==> config.mk <==
export PLATFORM = sky130hd
export DESIGN_NAME = mem_access_unit
export DESIGN_NICKNAME = d
export VERILOG_FILES = /design/src/rtl/mem_access_unit.sv
export SDC_FILE = /design/constraint.sdc
export NUM_CORES = 1
export LEC_CHECK = 0
export CORE_ASPECT_RATIO = 0.5
export CORE_UTILIZATION = 40
export CTS_CLUSTER_DIAMETER = 150
export DETAILED_ROUTE_END_ITERATION = 12
export GPL_TIMING_DRIVEN = 0
export PLACE_DENSITY = 0.81
export RECOVER_POWER = 50
export SYNTH_ARGS = -nofsm -noshare
export SYNTH_HDL_FRONTEND = slang
export SYNTH_SLANG_ARGS = --single-unit
export TNS_END_PERCENT = 20
==> constraint.sdc <==
create_clock -name i_clk -period 2.1 [get_ports i_clk]
set_input_delay 0.42 -clock i_clk [delete_from_list [all_inputs] [get_ports i_clk]]
set_output_delay 0.42 -clock i_clk [all_outputs]
set_load 0.01 [all_outputs]
==> src/rtl/mem_access_unit.sv <==
// Load/store initiator for a single-cycle word-wide data memory; sub-word accesses use RMW.
// Optional feature macro: MEM_ACCESS_SUBWORD_EN (byte/halfword loads and stores).
module mem_access_unit (
    input  logic        i_clk,
    input  logic        i_rst_n,
    input  logic        i_req_valid,
    output logic        o_req_ready,
    input  logic        i_req_we,
    input  logic [2:0]  i_req_funct3,
    input  logic [31:0] i_req_addr,
    input  logic [31:0] i_req_wdata,
    output logic        o_resp_valid,
    output logic [31:0] o_resp_rdata,
    output logic        o_resp_err,
    output logic [31:0] o_mem_addr,
    output logic        o_mem_read,
    output logic        o_mem_write,
    output logic [31:0] o_mem_wdata,
    input  logic [31:0] i_mem_rdata
);

    typedef enum logic [2:0] {StIdle, StLoad, StRmwRd, StWrite, StErr} state_e;

    state_e      r_state, w_next;
    logic [29:0] r_word_addr;
    logic [31:0] r_wdata;
    logic        r_resp_valid;
    logic [31:0] r_resp_rdata;
    logic        r_resp_err;
    logic        w_illegal;
    logic        w_misalign;
    logic [31:0] w_load_data;
`ifdef MEM_ACCESS_SUBWORD_EN
    logic [1:0]  r_lane;
    logic [2:0]  r_funct3;
    logic [7:0]  w_byte;
    logic [15:0] w_half;
    logic [31:0] w_merged;
`endif

    // Request legality and alignment, evaluated on the incoming request
    always_comb begin
        w_illegal  = 1'b1;
        w_misalign = 1'b0;
`ifdef MEM_ACCESS_SUBWORD_EN
        case (i_req_funct3)
            3'b000: w_illegal = 1'b0;
            3'b001: begin
                w_illegal  = 1'b0;
                w_misalign = i_req_addr[0];
            end
            3'b010: begin
                w_illegal  = 1'b0;
                w_misalign = |i_req_addr[1:0];
            end
            3'b100: w_illegal = i_req_we;
            3'b101: begin
                w_illegal  = i_req_we;
                w_misalign = i_req_addr[0];
            end
            default: ;
        endcase
`else
        if (i_req_funct3 == 3'b010) begin
            w_illegal  = 1'b0;
            w_misalign = |i_req_addr[1:0];
        end
`endif
    end

`ifdef MEM_ACCESS_SUBWORD_EN
    always_comb begin
        case (r_lane)
            2'd0:    w_byte = i_mem_rdata[7:0];
            2'd1:    w_byte = i_mem_rdata[15:8];
            2'd2:    w_byte = i_mem_rdata[23:16];
            default: w_byte = i_mem_rdata[31:24];
        endcase
        w_half = r_lane[1] ? i_mem_rdata[31:16] : i_mem_rdata[15:0];
        case (r_funct3)
            3'b000:  w_load_data = {{24{w_byte[7]}}, w_byte};
            3'b001:  w_load_data = {{16{w_half[15]}}, w_half};
            3'b100:  w_load_data = {24'h0, w_byte};
            3'b101:  w_load_data = {16'h0, w_half};
            default: w_load_data = i_mem_rdata;
        endcase
        // funct3[0] distinguishes SH from SB; only those two reach RMW_RD
        w_merged = i_mem_rdata;
        if (r_funct3[0]) begin
            if (r_lane[1]) w_merged[31:16] = r_wdata[15:0];
            else           w_merged[15:0]  = r_wdata[15:0];
        end else begin
            case (r_lane)
                2'd0:    w_merged[7:0]   = r_wdata[7:0];
                2'd1:    w_merged[15:8]  = r_wdata[7:0];
                2'd2:    w_merged[23:16] = r_wdata[7:0];
                default: w_merged[31:24] = r_wdata[7:0];
            endcase
        end
    end
`else
    assign w_load_data = i_mem_rdata;
`endif

    always_comb begin
        w_next = r_state;
        case (r_state)
            StIdle: begin
                if (i_req_valid) begin
                    if (w_illegal || w_misalign) w_next = StErr;
                    else if (!i_req_we)          w_next = StLoad;
`ifdef MEM_ACCESS_SUBWORD_EN
                    else if (i_req_funct3 != 3'b010) w_next = StRmwRd;
`endif
                    else                         w_next = StWrite;
                end
            end
`ifdef MEM_ACCESS_SUBWORD_EN
            StRmwRd: w_next = StWrite;
`endif
            StLoad, StWrite, StErr: w_next = StIdle;
            default: w_next = StIdle;
        endcase
    end

    always_ff @(posedge i_clk or negedge i_rst_n) begin
        if (!i_rst_n) r_state <= StIdle;
        else          r_state <= w_next;
    end

    always_ff @(posedge i_clk or negedge i_rst_n) begin
        if (!i_rst_n) begin
            r_word_addr  <= '0;
            r_wdata      <= '0;
            r_resp_valid <= 1'b0;
            r_resp_rdata <= '0;
            r_resp_err   <= 1'b0;
`ifdef MEM_ACCESS_SUBWORD_EN
            r_lane       <= '0;
            r_funct3     <= '0;
`endif
        end else begin
            r_resp_valid <= 1'b0;
            r_resp_err   <= 1'b0;
            r_resp_rdata <= '0;
            case (r_state)
                StIdle: begin
                    if (i_req_valid) begin
                        r_word_addr <= i_req_addr[31:2];
                        r_wdata     <= i_req_wdata;
`ifdef MEM_ACCESS_SUBWORD_EN
                        r_lane      <= i_req_addr[1:0];
                        r_funct3    <= i_req_funct3;
`endif
                    end
                end
                StLoad: begin
                    r_resp_valid <= 1'b1;
                    r_resp_rdata <= w_load_data;
                end
`ifdef MEM_ACCESS_SUBWORD_EN
                StRmwRd: r_wdata <= w_merged;
`endif
                StWrite: r_resp_valid <= 1'b1;
                StErr: begin
                    r_resp_valid <= 1'b1;
                    r_resp_err   <= 1'b1;
                end
                default: ;
            endcase
        end
    end

    assign o_req_ready  = (r_state == StIdle);
    assign o_mem_read   = (r_state == StLoad) || (r_state == StRmwRd);
    assign o_mem_write  = (r_state == StWrite);
    assign o_mem_wdata  = (r_state == StWrite) ? r_wdata : 32'h0;
    assign o_mem_addr   = (r_state == StIdle) ? 32'h0 : {2'b00, r_word_addr};
    assign o_resp_valid = r_resp_valid;
    assign o_resp_rdata = r_resp_rdata;
    assign o_resp_err   = r_resp_err;

endmodule

Yosys cells after proc, flatten, opt, wreduce, memory -nomap -nowiden
Index checks and enable logic that the tools add are counted.

storage, ports and cells
  register bits after elaboration = 99
  output and inout port bits = 101
  word-level logic and storage cells = 29

cells by class
  equal/unequal tests = 6
  muxes and demuxes = 11
  reductions and logical operators = 6

operators with widths
  cell                                                 count
  two-way mux 32 bit                                   2
  two-way mux 30 bit                                   1
  equality test 3 x 2 -> 1 bit, second input constant  3
  two-way mux 3 bit                                    3
  two-way mux 1 bit                                    4
  equality test 3 x 1 -> 1 bit, second input constant  1
  equality test 3 bit, second input constant           1
  zero test 3 bit                                      1
  OR reduction 3 bit                                   1
  logical OR 1 bit                                     2
  two-way mux 2 bit                                    1
  != test 2 bit, second input constant                 1
  AND reduction 2 bit                                  1
  OR reduction 2 bit                                   1

Depth between registers and ports, before layout
  word-level depth = 6
  gate-level depth with buffers = 4

Worst setup path after synthesis
OpenSTA, ideal clock, no wires.

  path kind = reg-to-output
  start = register r_state[2]
  end = output port o_mem_addr[20]
  buffers on the path = 1
  setup slack = 460 ps
  arrival time = 1220 ps
  stages on the path, launching flop included = 4
  required time = 1680 ps
  cell sequence = dfrtp_1 nor3_1 clkbuf_1 nor2b_1

between the ends
  cells in the longest elaborated chain, start to end = 2

ends and longest elaborated chain
  what                      line  text
  start: declaration        24    state_e r_state, w_next;
  start signal: assignment  127   if (!i_rst_n) r_state <= StIdle;
  start signal: assignment  128   else r_state <= w_next;
  zero test 3 bit           --
  net o_req_ready           7     output logic o_req_ready,
  two-way mux 30 bit        178   assign o_mem_addr = (r_state == StIdle) ? 32'h0 : {2'b00, r_word_addr};
  end: declaration          15    output logic [31:0] o_mem_addr,

The timed path passes the listed nets, and every way through them passes these cells.

Final worst setup path
  start = register r_state[2]
  end = output port o_mem_wdata[21]

between the ends
  cells in the longest elaborated chain, start to end = 2

ends and longest elaborated chain
  what                          line  text
  equality test 3 x 2 -> 1 bit  177   assign o_mem_wdata = (r_state == StWrite) ? r_wdata : 32'h0;
  two-way mux 32 bit            177
  end: declaration              18    output logic [31:0] o_mem_wdata,

No other way between the ends.

==> summary.txt <==
Yosys
  – Top cell type's share of synthesized area: between 60% and 70%
  – Syn Inst Count: 287
  – Synth Register Bits: 99
  – Synthesis warning total: 0
  – Sequential share of the synthesized area: between 60% and 70%
  – Synth area leader: dfrtp_1
  – Post-Syn Area per Cell: around 14 sq um
  – Netlist cell types: 20
  – Area contributors post-synth: dfrtp_1, mux2_2, and2_1
  – Area of the mapped netlist: 0.00399 sq mm

STA
  – Final Setup Violations: 0
  – Fin. Hold Viols: 0
  – Worst slew pin tran: approximately 1.1 ns
  – Fmax: just under 500 MHz
  – Final min period: between 2 and 2.5 ns
  – Final Skew: between 0.009 and 0.01 ns
  – Rel. slew slack: between 20 and 30%
  – Pins Over Slew Limit: 0
  – Sum Neg Setup Slack: 0 ns
  – Final Cycle Share: between 90% and 100%
  – RSZ-0062 raised after global routing: true
  – Slack of the critical path: 0.0204 ns

Pwr
  – Power density over cell area: between 600 and 700 mW/mm^2
  – Worst IR Drop VDD: 0.409 mV
  – Power Total: 4.53 mW
  – Leakage: a little over 3 nW

Die
  – Die extent in y: roughly 73 microns
  – Starting Density: 41.7%
  – # IOs: between 200 and 250
  – Die Width: ~140 microns
  – Row count: 25
  – Die area: roughly 0.010 sq mm
  – Core area: about 0.0096 sq mm

Setup path
  – Cells along the critical path: and3b_2, clkbuf_8, and2_1, clkdlybuf4s15_1
  – CP peak stage delay: between 0.4 and 0.5 ns
  – FF-to-FF setup slack: 0.19 ns
  – Crit start category: flip-flop
  – CP endpoint kind: primary output
  – Max FO, Critical Path: 7
  – WP data arrival: between 1.5 and 2 ns
  – Worst setup path class: flip-flop to primary output
  – Critical-path top delay cell: dfrtp_2
  – Worst Path Required: around 1.7 ns
  – Worst Reg-to-Reg Cells: 5

Detailed routing
  – Wire per inst: roughly 15 microns
  – Drt initial violations: around 110
  – DRT Pass-1 Iters: 4
  – Via density: 4.44
  – Routed WL: 9960 microns
  – Post-route ant nets: 0
  – Vias: about 2900
  – DRC: 0

Clock network
  – Clock tree buffer depth: 2
  – Hold buffer count at CTS: 0
  – CTS HTree Levels: 3
  – Worst skew pair latency: about 0.35 ns
  – Clock Sink Count: 99
  – Reg clk slew, reported paths: 0.06 ns
  – Num CTS Buffers: 9
  – Clock root cell: clkbuf_16
  – CTS tree: yes

Place
  – Placer Congestion: between 0.7 and 0.8
  – Number of port buffers: around 200
  – Dpl ws: -0.279 ns
  – DP Wirelength: around 7300 microns
  – Placement Cell Area: around 0.0062 sq mm

Final layout
  – Layout cells sized above 1: between 20% and 30%
  – Fill count: around 720
  – Final core utilization: between 60% and 70%
  – Antenna cell count: 0
  – Number of nets in the layout: ~620
  – Design Area, Final: 0.00650 sq mm
  – Reg area: between 0.002 and 0.0025 sq mm
  – Multi-input combinational cell area: 0.00141 sq mm
  – Layout area overhead: 62.9%

Outcome
  – Status: completed

GRT
  – Global-route wire length before repair: 15800 microns
  – Gr ovfl total: 0
  – Number of global-route vias before repair: 2951
  – Maximum number of pins on one net before global-route repair: 56
  – Total Routing Usage GR: 20.7%
  – Initial antenna violation count: 0

Flow run
  – MaxCap Viol Count: 0

Worst hold path
  – Worst min path class: input port to async pin
[synth_stat cells, drive strengths merged]
library cell / count
and4bb: 1
and3b: 1
buf: 9
clkbuf: 9
or4b: 1
and2: 64
nor4b: 1
nor3: 1
nor3b: 3
xnor2: 1
a21o: 1
conb: 1
o21a: 1
nor2: 1
inv: 1
dfrtp: 99
mux2: 62
nor2b: 30
[layer usage]
metal | track usage (%) | wire length, microns | vias up
li1 | - | - | 1384
met1 | 24.9 | 4010 | 1417
met3 | 6.17 | 543 | 18
met4 | 7.57 | 205 | 0
met2 | 35.8 | 5210 | 74
met5 | 0 | 0 | -
[repair_timing]
action,in CTS,in global routing
resized for setup,162,10
hold endpoints to repair,0,0
cloned,1,0
pin swaps,2,0
setup endpoints to repair,64,48
buffers inserted,11,0
[power by group]
group | switching, mW | internal [mW]
clock | 0.702 | 0.896
sequential | 0.0883 | 2.11
combinational | 0.250 | 0.485
[kinds of logic after synthesis]
kind of cell | share of synthesized area, %
compound gates | 0.376
flops | 62.1
buf+inv | 3.04
mux | 17.5
xor+xnor | 0.220
simple gates | 16.7
other cells | 0.0940
[final timing paths]
| check | startpoint | end |
|---|---|---|
| setup reg to reg | r_state[2]$_DFFE_PN0P_ | r_wdata[17]$_DFFE_PN0P_ |
| setup / recovery | r_state[2]$_DFFE_PN0P_ | o_mem_wdata[21] |
| min in group i_clk | r_wdata[22]$_DFFE_PN0P_ | r_wdata[22]$_DFFE_PN0P_ |
| hold reg to reg | r_wdata[22]$_DFFE_PN0P_ | r_wdata[22]$_DFFE_PN0P_ |
| hold / removal | i_rst_n | r_word_addr[3]$_DFFE_PN0P_ |
| max in group asynchronous | i_rst_n | r_state[1]$_DFFE_PN0P_ |
[registers in the layout (all words and copies together) (netlist names)]
register,count
r_wdata,32
r_state,3
r_word_addr,30
o_resp_err,1
o_resp_valid,1
o_resp_rdata,32
[area by class of cell]
type                    instances  area share (%)
well taps                     135            2.60
repair buffers                214            30.3
flip-flops and latches         99            38.2
inverters                       1          0.0577
plain buffers                  18            2.73
multi-input cells             170            21.7
clock buffers                  12            4.10
clock inverters                 3           0.346
[worst max-delay path: cells and delay by family, from the launching register on]
kind                   cells  cell delay, ns
buffers and inverters      2            0.41
flip-flops                 1            0.44
AND/OR/NAND/NOR            2            0.46
[metrics by stage]
step           hold WS (ns)  instances
6_report              0.288        652
4_1_cts               0.103        652
3_3_place_gp          0.481        624
2_1_floorplan         0.124        288
3_5_place_dp          0.474        625
5_1_grt               0.381        652
[cell usage in the layout, fill, tap and decap left out]
master,count
buf_6,9
buf_2,21
nor2b_1,30
dlygate4sd3_1,29
clkdlybuf4s15_1,5
clkbuf_16,9
buf_4,10
o21a_1,1
dfrtp_2,3
clkinv_2,1
dfrtp_1,96
nor3_4,1
inv_1,1
and4bb_2,1
clkbuf_1,3
nor3b_1,3
nor2_1,1
clkbuf_4,1
mux2_2,62
and2_1,62
buf_12,1
clkbuf_8,7
clkdlybuf4s15_2,1
or4b_2,1
clkdlybuf4s50_1,106
buf_8,2
a21o_1,1
conb_1,2
and2_0,2
nor4b_2,1
xnor2_1,1
dlygate4sd2_1,35
and3b_2,1
clkinv_4,2
clkbuf_2,5
(Power assumes the default switching activity.)
==> RTL change 1, RTL diff (same flow settings) <==
Build with the macro `MEM_ACCESS_SUBWORD_EN` defined.
--- a/src/rtl/mem_access_unit.sv
+++ b/src/rtl/mem_access_unit.sv
@@ -1,5 +1,7 @@
 // Load/store initiator for a single-cycle word-wide data memory; sub-word accesses use RMW.
 // Optional feature macro: MEM_ACCESS_SUBWORD_EN (byte/halfword loads and stores).
+`define MEM_ACCESS_SUBWORD_EN
+
 module mem_access_unit (
     input  logic        i_clk,
     input  logic        i_rst_n,
Formal check against the unedited RTL: not equivalent (Yosys sat finds a counterexample within 4 cycles, from zero or initial values and one cycle with i_rst_n low).
==> RTL change 1 against the unedited design <==
- the flow now finishes with violations (max-capacitance violations, max-slew violations)
- synthesized cell count up 87%
- non-clock buffer count up 32
- setup slack worse by 1.3 ps
- synthesized area up 40%
- routed wire length up 74%
- total power rose to 2.5 times the old value
- largest power group is now combinational logic
- clock skew down 2.4 ps
- design area up 28%
- sequential cell count up 5
- die area up 39%
==> RTL change 1: results (changes against the unedited design) <==
metric;value;unit;change
status;complete, but fails checks;;was finished, final reports clean
failing checks;max-capacitance violations, max-slew violations;;
dpl hpwl;13.0;mm;was 7.25 mm
final WL;17.3;mm;was 9.96 mm
post-DR vias/cell;5.35;;was 4.44
Placed Instance Area;0.00784;mm^2;was 0.00620 mm^2
Clock Skew;6.92;ps;was 9.31 ps
largest net degree at the start of global routing;65;;was 56
GPL Wtd Cong;0.848;;was 0.749
Fill cells;1130;;was 722
largest stage delay on the critical path;370;ps;was 440 ps
Top delay family on crit path;buffers and inverters;;was simple AND/OR/NAND/NOR gates
Max transition margin;-8.75;%;was 25.1%
VDD IR max;0.703;mV;was 0.409 mV
GRT Overall Usage;24.1;%;was 20.7%
ys async rst share;100;%;unchanged
Max Cap Violations;1;;was 0
Die Area;0.0144;mm^2;was 0.0104 mm^2
Layout Nets;873;;was 616
first-pass GRT wire length;26.8;mm;was 15.8 mm
antenna violations before repair;0;;unchanged
top post-synthesis cells by area;dfrtp_1 47%, nor2b_1 7.2%, mux2_2 5.9%, and2_1 3.8%, o22a_1 3.5%;;was dfrtp_1 62%, mux2_2 17%, and2_1 10%, nor2b_1 4.7%, buf_6 1.4%
layout cell share with drive strength beyond 1;21.4;%;was 26.9%
flop-to-flop setup slack;100;ps;was 190 ps
initial DRC count;330;;was 114
Critical R2R Capture;r_word_addr[15]$_DFFE_PN0P_;;was r_wdata[17]$_DFFE_PN0P_
First-pass DRT Iterations;5;;was 4
Final Slew Violations;64;;was 0
Synth top cells by count;104 x dfrtp_1, 64 x nor2b_1, 40 x nor2_1, 34 x and2_1, 29 x mux2_2;;was 99 x dfrtp_1, 64 x and2_1, 62 x mux2_2, 30 x nor2b_1, 9 x clkbuf_1
Worst path slowest cell;dfrtp_1;;was dfrtp_2
Unique masters post-synth;46;;was 20
pre-CTS setup slack;-464;ps;was -279 ps
CTS Root Cell;clkbuf_16;;unchanged
R2R cell count;9;;was 5
Worst Setup EP;o_mem_wdata[8];;was o_mem_wdata[21]
vias in the first global route;5005;;was 2951
Peak Freq;481;MHz;about the same
most area-hungry cell type in the Yosys netlist;dfrtp_1;;unchanged
LEAKAGE;3.73;nW;was 3.12 nW
sequential fraction of the synthesis area;46.7;%;was 62.1%
Critical Path Start;r_state[1]$_DFFE_PN0P_;;was r_state[2]$_DFFE_PN0P_
CTS max path bufs;2;;unchanged
## RTL change 1: cell type report
class	instances	area, um^2	area share, %
Tap cell	192	240	2.90
Sequential cell	104	2600	31.4
Timing Repair Buffer	223	2030	24.5
Clock inverter	6	92.6	1.12
Inverter	5	18.8	0.226
Multi-Input combinational cell	386	2770	33.3
Clock buffer	10	229	2.76
Buffer	41	318	3.83
## RTL change 1: cells by family (layout without fill, tap and decap cells)
kind of cell | Yosys count | in the layout | synth area share, %
AND/OR/NAND/NOR | 203 | 203 | 19.5
AO/OA/AOI/OAI | 114 | 114 | 15.4
flip-flops | 104 | 104 | 46.7
multiplexers | 67 | 67 | 13.7
buffers and inverters | 48 | 285 | 4.54
other | 1 | 2 | 0.0674
## RTL change 1: repair_timing
action                                 in CTS  in global routing
endpoints found under the hold margin       0                  0
gates resized for setup                   206                 48
pin swaps                                   3                  4
hold buffers                                0                  0
buffers inserted                           10                 10
setup endpoints to repair                  65                 40
gates cloned                                2                  0
## RTL change 1: worst min-delay path by stage
stage | from | cells past startpoint | to | slack (ps)
floorplan | i_rst_n | 0 | o_resp_err$_DFF_PN0_ | 120
global placement | r_word_addr[29]$_DFFE_PN0P_ | 1 | r_word_addr[29]$_DFFE_PN0P_ | 460
detailed placement | r_word_addr[29]$_DFFE_PN0P_ | 1 | r_word_addr[29]$_DFFE_PN0P_ | 470
CTS | i_rst_n | 1 | r_word_addr[9]$_DFFE_PN0P_ | 190
global route | r_word_addr[9]$_DFFE_PN0P_ | 1 | r_word_addr[9]$_DFFE_PN0P_ | 500
finish | i_rst_n | 1 | r_word_addr[9]$_DFFE_PN0P_ | 480
## RTL change 1: worst register-to-register path: cells and delay by family, from the launching register on
family	cells	cell delay, ps
multiplexers	1	350
AND/OR/NAND/NOR	2	330
buffers and inverters	6	850
flip-flops	1	370
## RTL change 1: power breakdown
group	total, W	internal (W)	switching [W]
clock	0.00183	0.00105	0.000773
sequential	0.00339	0.00286	0.000535
combinational	0.00621	0.00311	0.00310
## RTL change 1: stage by stage
step / TNS [ps] / instances
5_1_grt: -60.9 / 967
6_report: 0 / 967
4_1_cts: -495 / 959
2_1_floorplan: 0 / 538
3_5_place_dp: -22730 / 932
3_3_place_gp: -359420 / 931
## RTL change 1: metal layers
layer / vias up / wire (um) / GRT usage (%)
li1: 2370 / - / -
met1: 2560 / 7380 / 30.8
met2: 218 / 8300 / 40.3
met3: 30 / 1290 / 6.62
met4: 0 / 353 / 7.02
met5: - / 0 / 0
==> RTL change 2, RTL diff (same settings) <==
Made on the original files. Put one more register stage on the output `o_resp_err`, cleared by the reset. The value now appears one clock later. The other outputs are not delayed to match.
--- a/src/rtl/mem_access_unit.sv
+++ b/src/rtl/mem_access_unit.sv
@@ -178,7 +178,13 @@
     assign o_mem_addr   = (r_state == StIdle) ? 32'h0 : {2'b00, r_word_addr};
     assign o_resp_valid = r_resp_valid;
     assign o_resp_rdata = r_resp_rdata;
-    assign o_resp_err   = r_resp_err;
+    always_ff @(posedge i_clk or negedge i_rst_n) begin
+        if (!i_rst_n) begin
+            o_resp_err <= '0;
+        end else begin
+            o_resp_err <= r_resp_err;
+        end
+    end
 
 endmodule
 
Check against the original RTL: not equivalent (Yosys sat finds a counterexample within 4 cycles, from zero or initial values and one cycle with i_rst_n low).
==> RTL change 2 against the unedited design <==
- clock skew fell by 5.8 ps
- synthesized area up 0.63%
- routed wire length rose by 0.21%
- sequential cell count up 1
- non-clock buffer count decreased by 2
- design area shrank 0.31%
- critical path depth is the same
- setup slack better by 22 ps
- total power is 1.1% higher
- count of clock-buffer cells in the layout did not move
- die area increased by 0.61%
- largest power group unchanged
==> RTL change 2: results (changes against the unedited design) <==
metric;value;unit;change
status;finished, final reports clean;;unchanged
clock slew at reported path FFs;60;ps;about the same
first-pass GRT wire length;15.7;mm;was 15.8 mm
WP data arrival;1640;ps;was 1660 ps
latest clock arrival within the worst-skew pair;330;ps;was 350 ps
antenna fix cells;0;;unchanged
Synth Flop Type;dfrtp_1;;unchanged
Int Pwr;0.00359;W;was 0.00349 W
post-synthesis mux area share;17.4;%;was 17.5%
LEAKAGE;3.12;nW;about the same
Critical R2R Capture;r_word_addr[21]$_DFFE_PN0P_;;was r_wdata[17]$_DFFE_PN0P_
layout cell share with drive strength beyond 1;26.4;%;was 26.9%
Synth Area in Compound Gates;0.374;%;was 0.376%
Layout Nets;615;;was 616
Via Count;2951;;was 2893
Fin Hold WS;193;ps;was 288 ps
VDD IR max;0.391;mV;was 0.409 mV
Sw Pwr;0.000989;W;was 0.00104 W
CP Max Fanout;10;;was 7
min-delay worst type;in -> async;;unchanged
CTS max path bufs;2;;unchanged
top post-synthesis cells by area;dfrtp_1 62%, mux2_2 17%, and2_1 10%, nor2b_1 4.7%, buf_6 1.4%;;unchanged
Buffers on Ports;201;;unchanged
First-pass DRT Iterations;4;;unchanged
Ys Warns;0;;unchanged
Placed Instance Area;0.00622;mm^2;was 0.00620 mm^2
largest net degree at the start of global routing;66;;was 56
ys async rst share;100;%;unchanged
CTS Root Cell;clkbuf_16;;unchanged
pre-CTS setup slack;-350;ps;was -279 ps
Worst path slowest cell;dfrtp_2;;unchanged
CTS buffer count;9;;unchanged
largest stage delay on the critical path;440;ps;about the same
placed cell count;626;;was 625
vias in the first global route;3090;;was 2951
Top delay family on crit path;flip-flops;;was simple AND/OR/NAND/NOR gates
final WL;9.99;mm;was 9.96 mm
sequential fraction of the synthesis area;62.3;%;was 62.1%
flop-to-flop setup slack;110;ps;was 190 ps
Critical Path Start;r_state[2]$_DFFE_PN0P_;;unchanged
dpl hpwl;7.38;mm;was 7.25 mm
setup slack after layout;42.9;ps;was 20.4 ps
Synth Area in XOR/XNOR;0.218;%;was 0.220%
Sequential Power Share;48.5;%;about the same
GPL Wtd Cong;0.773;;was 0.749
htree depth;3;;unchanged
initial DRC count;160;;was 114
Clock Skew;3.46;ps;was 9.31 ps
Slew @ Worst Pin;891;ps;was 1120 ps
R2R cell count;5;;unchanged
Fill cells;727;;was 722
synthesized area per cell;13.9;um^2;about the same
Worst Setup EP;o_mem_wdata[30];;was o_mem_wdata[21]
Non-Filler Instances;650;;was 652
Synth top cells by count;100 x dfrtp_1, 64 x and2_1, 62 x mux2_2, 30 x nor2b_1, 9 x clkbuf_1;;was 99 x dfrtp_1, 64 x and2_1, 62 x mux2_2, 30 x nor2b_1, 9 x clkbuf_1
combinational gate power;0.000739;W;was 0.000734 W
GRT Overall Usage;20.1;%;was 20.7%
## RTL change 2: metal layers
metal  up-vias  share of wire (%)  GRT usage [%]
li1       1377                  -              -
met1      1475                 39           22.9
met2        77                 54           36.4
met3        22                4.3           6.04
met4         0                2.4           7.21
met5         -                  0              0
## RTL change 2: area by class of cell
class                   count  area [um^2]  share of cell area [%]
plain buffers              18          178                    2.74
clock buffers              12          256                    3.96
clock inverters             2         35.0                   0.541
well taps                 135          169                    2.61
multi-input cells         170         1410                    21.7
flip-flops and latches    100         2510                    38.7
repair buffers            212         1920                    29.7
inverters                   1         3.75                  0.0579
## RTL change 2: repair_timing
item / in CTS / in global routing
buffers inserted: 9 / 0
cloned: 1 / 0
hold endpoints to repair: 0 / 0
endpoints found under the setup margin: 64 / 49
resized for setup: 150 / 20
pin swaps: 2 / 0
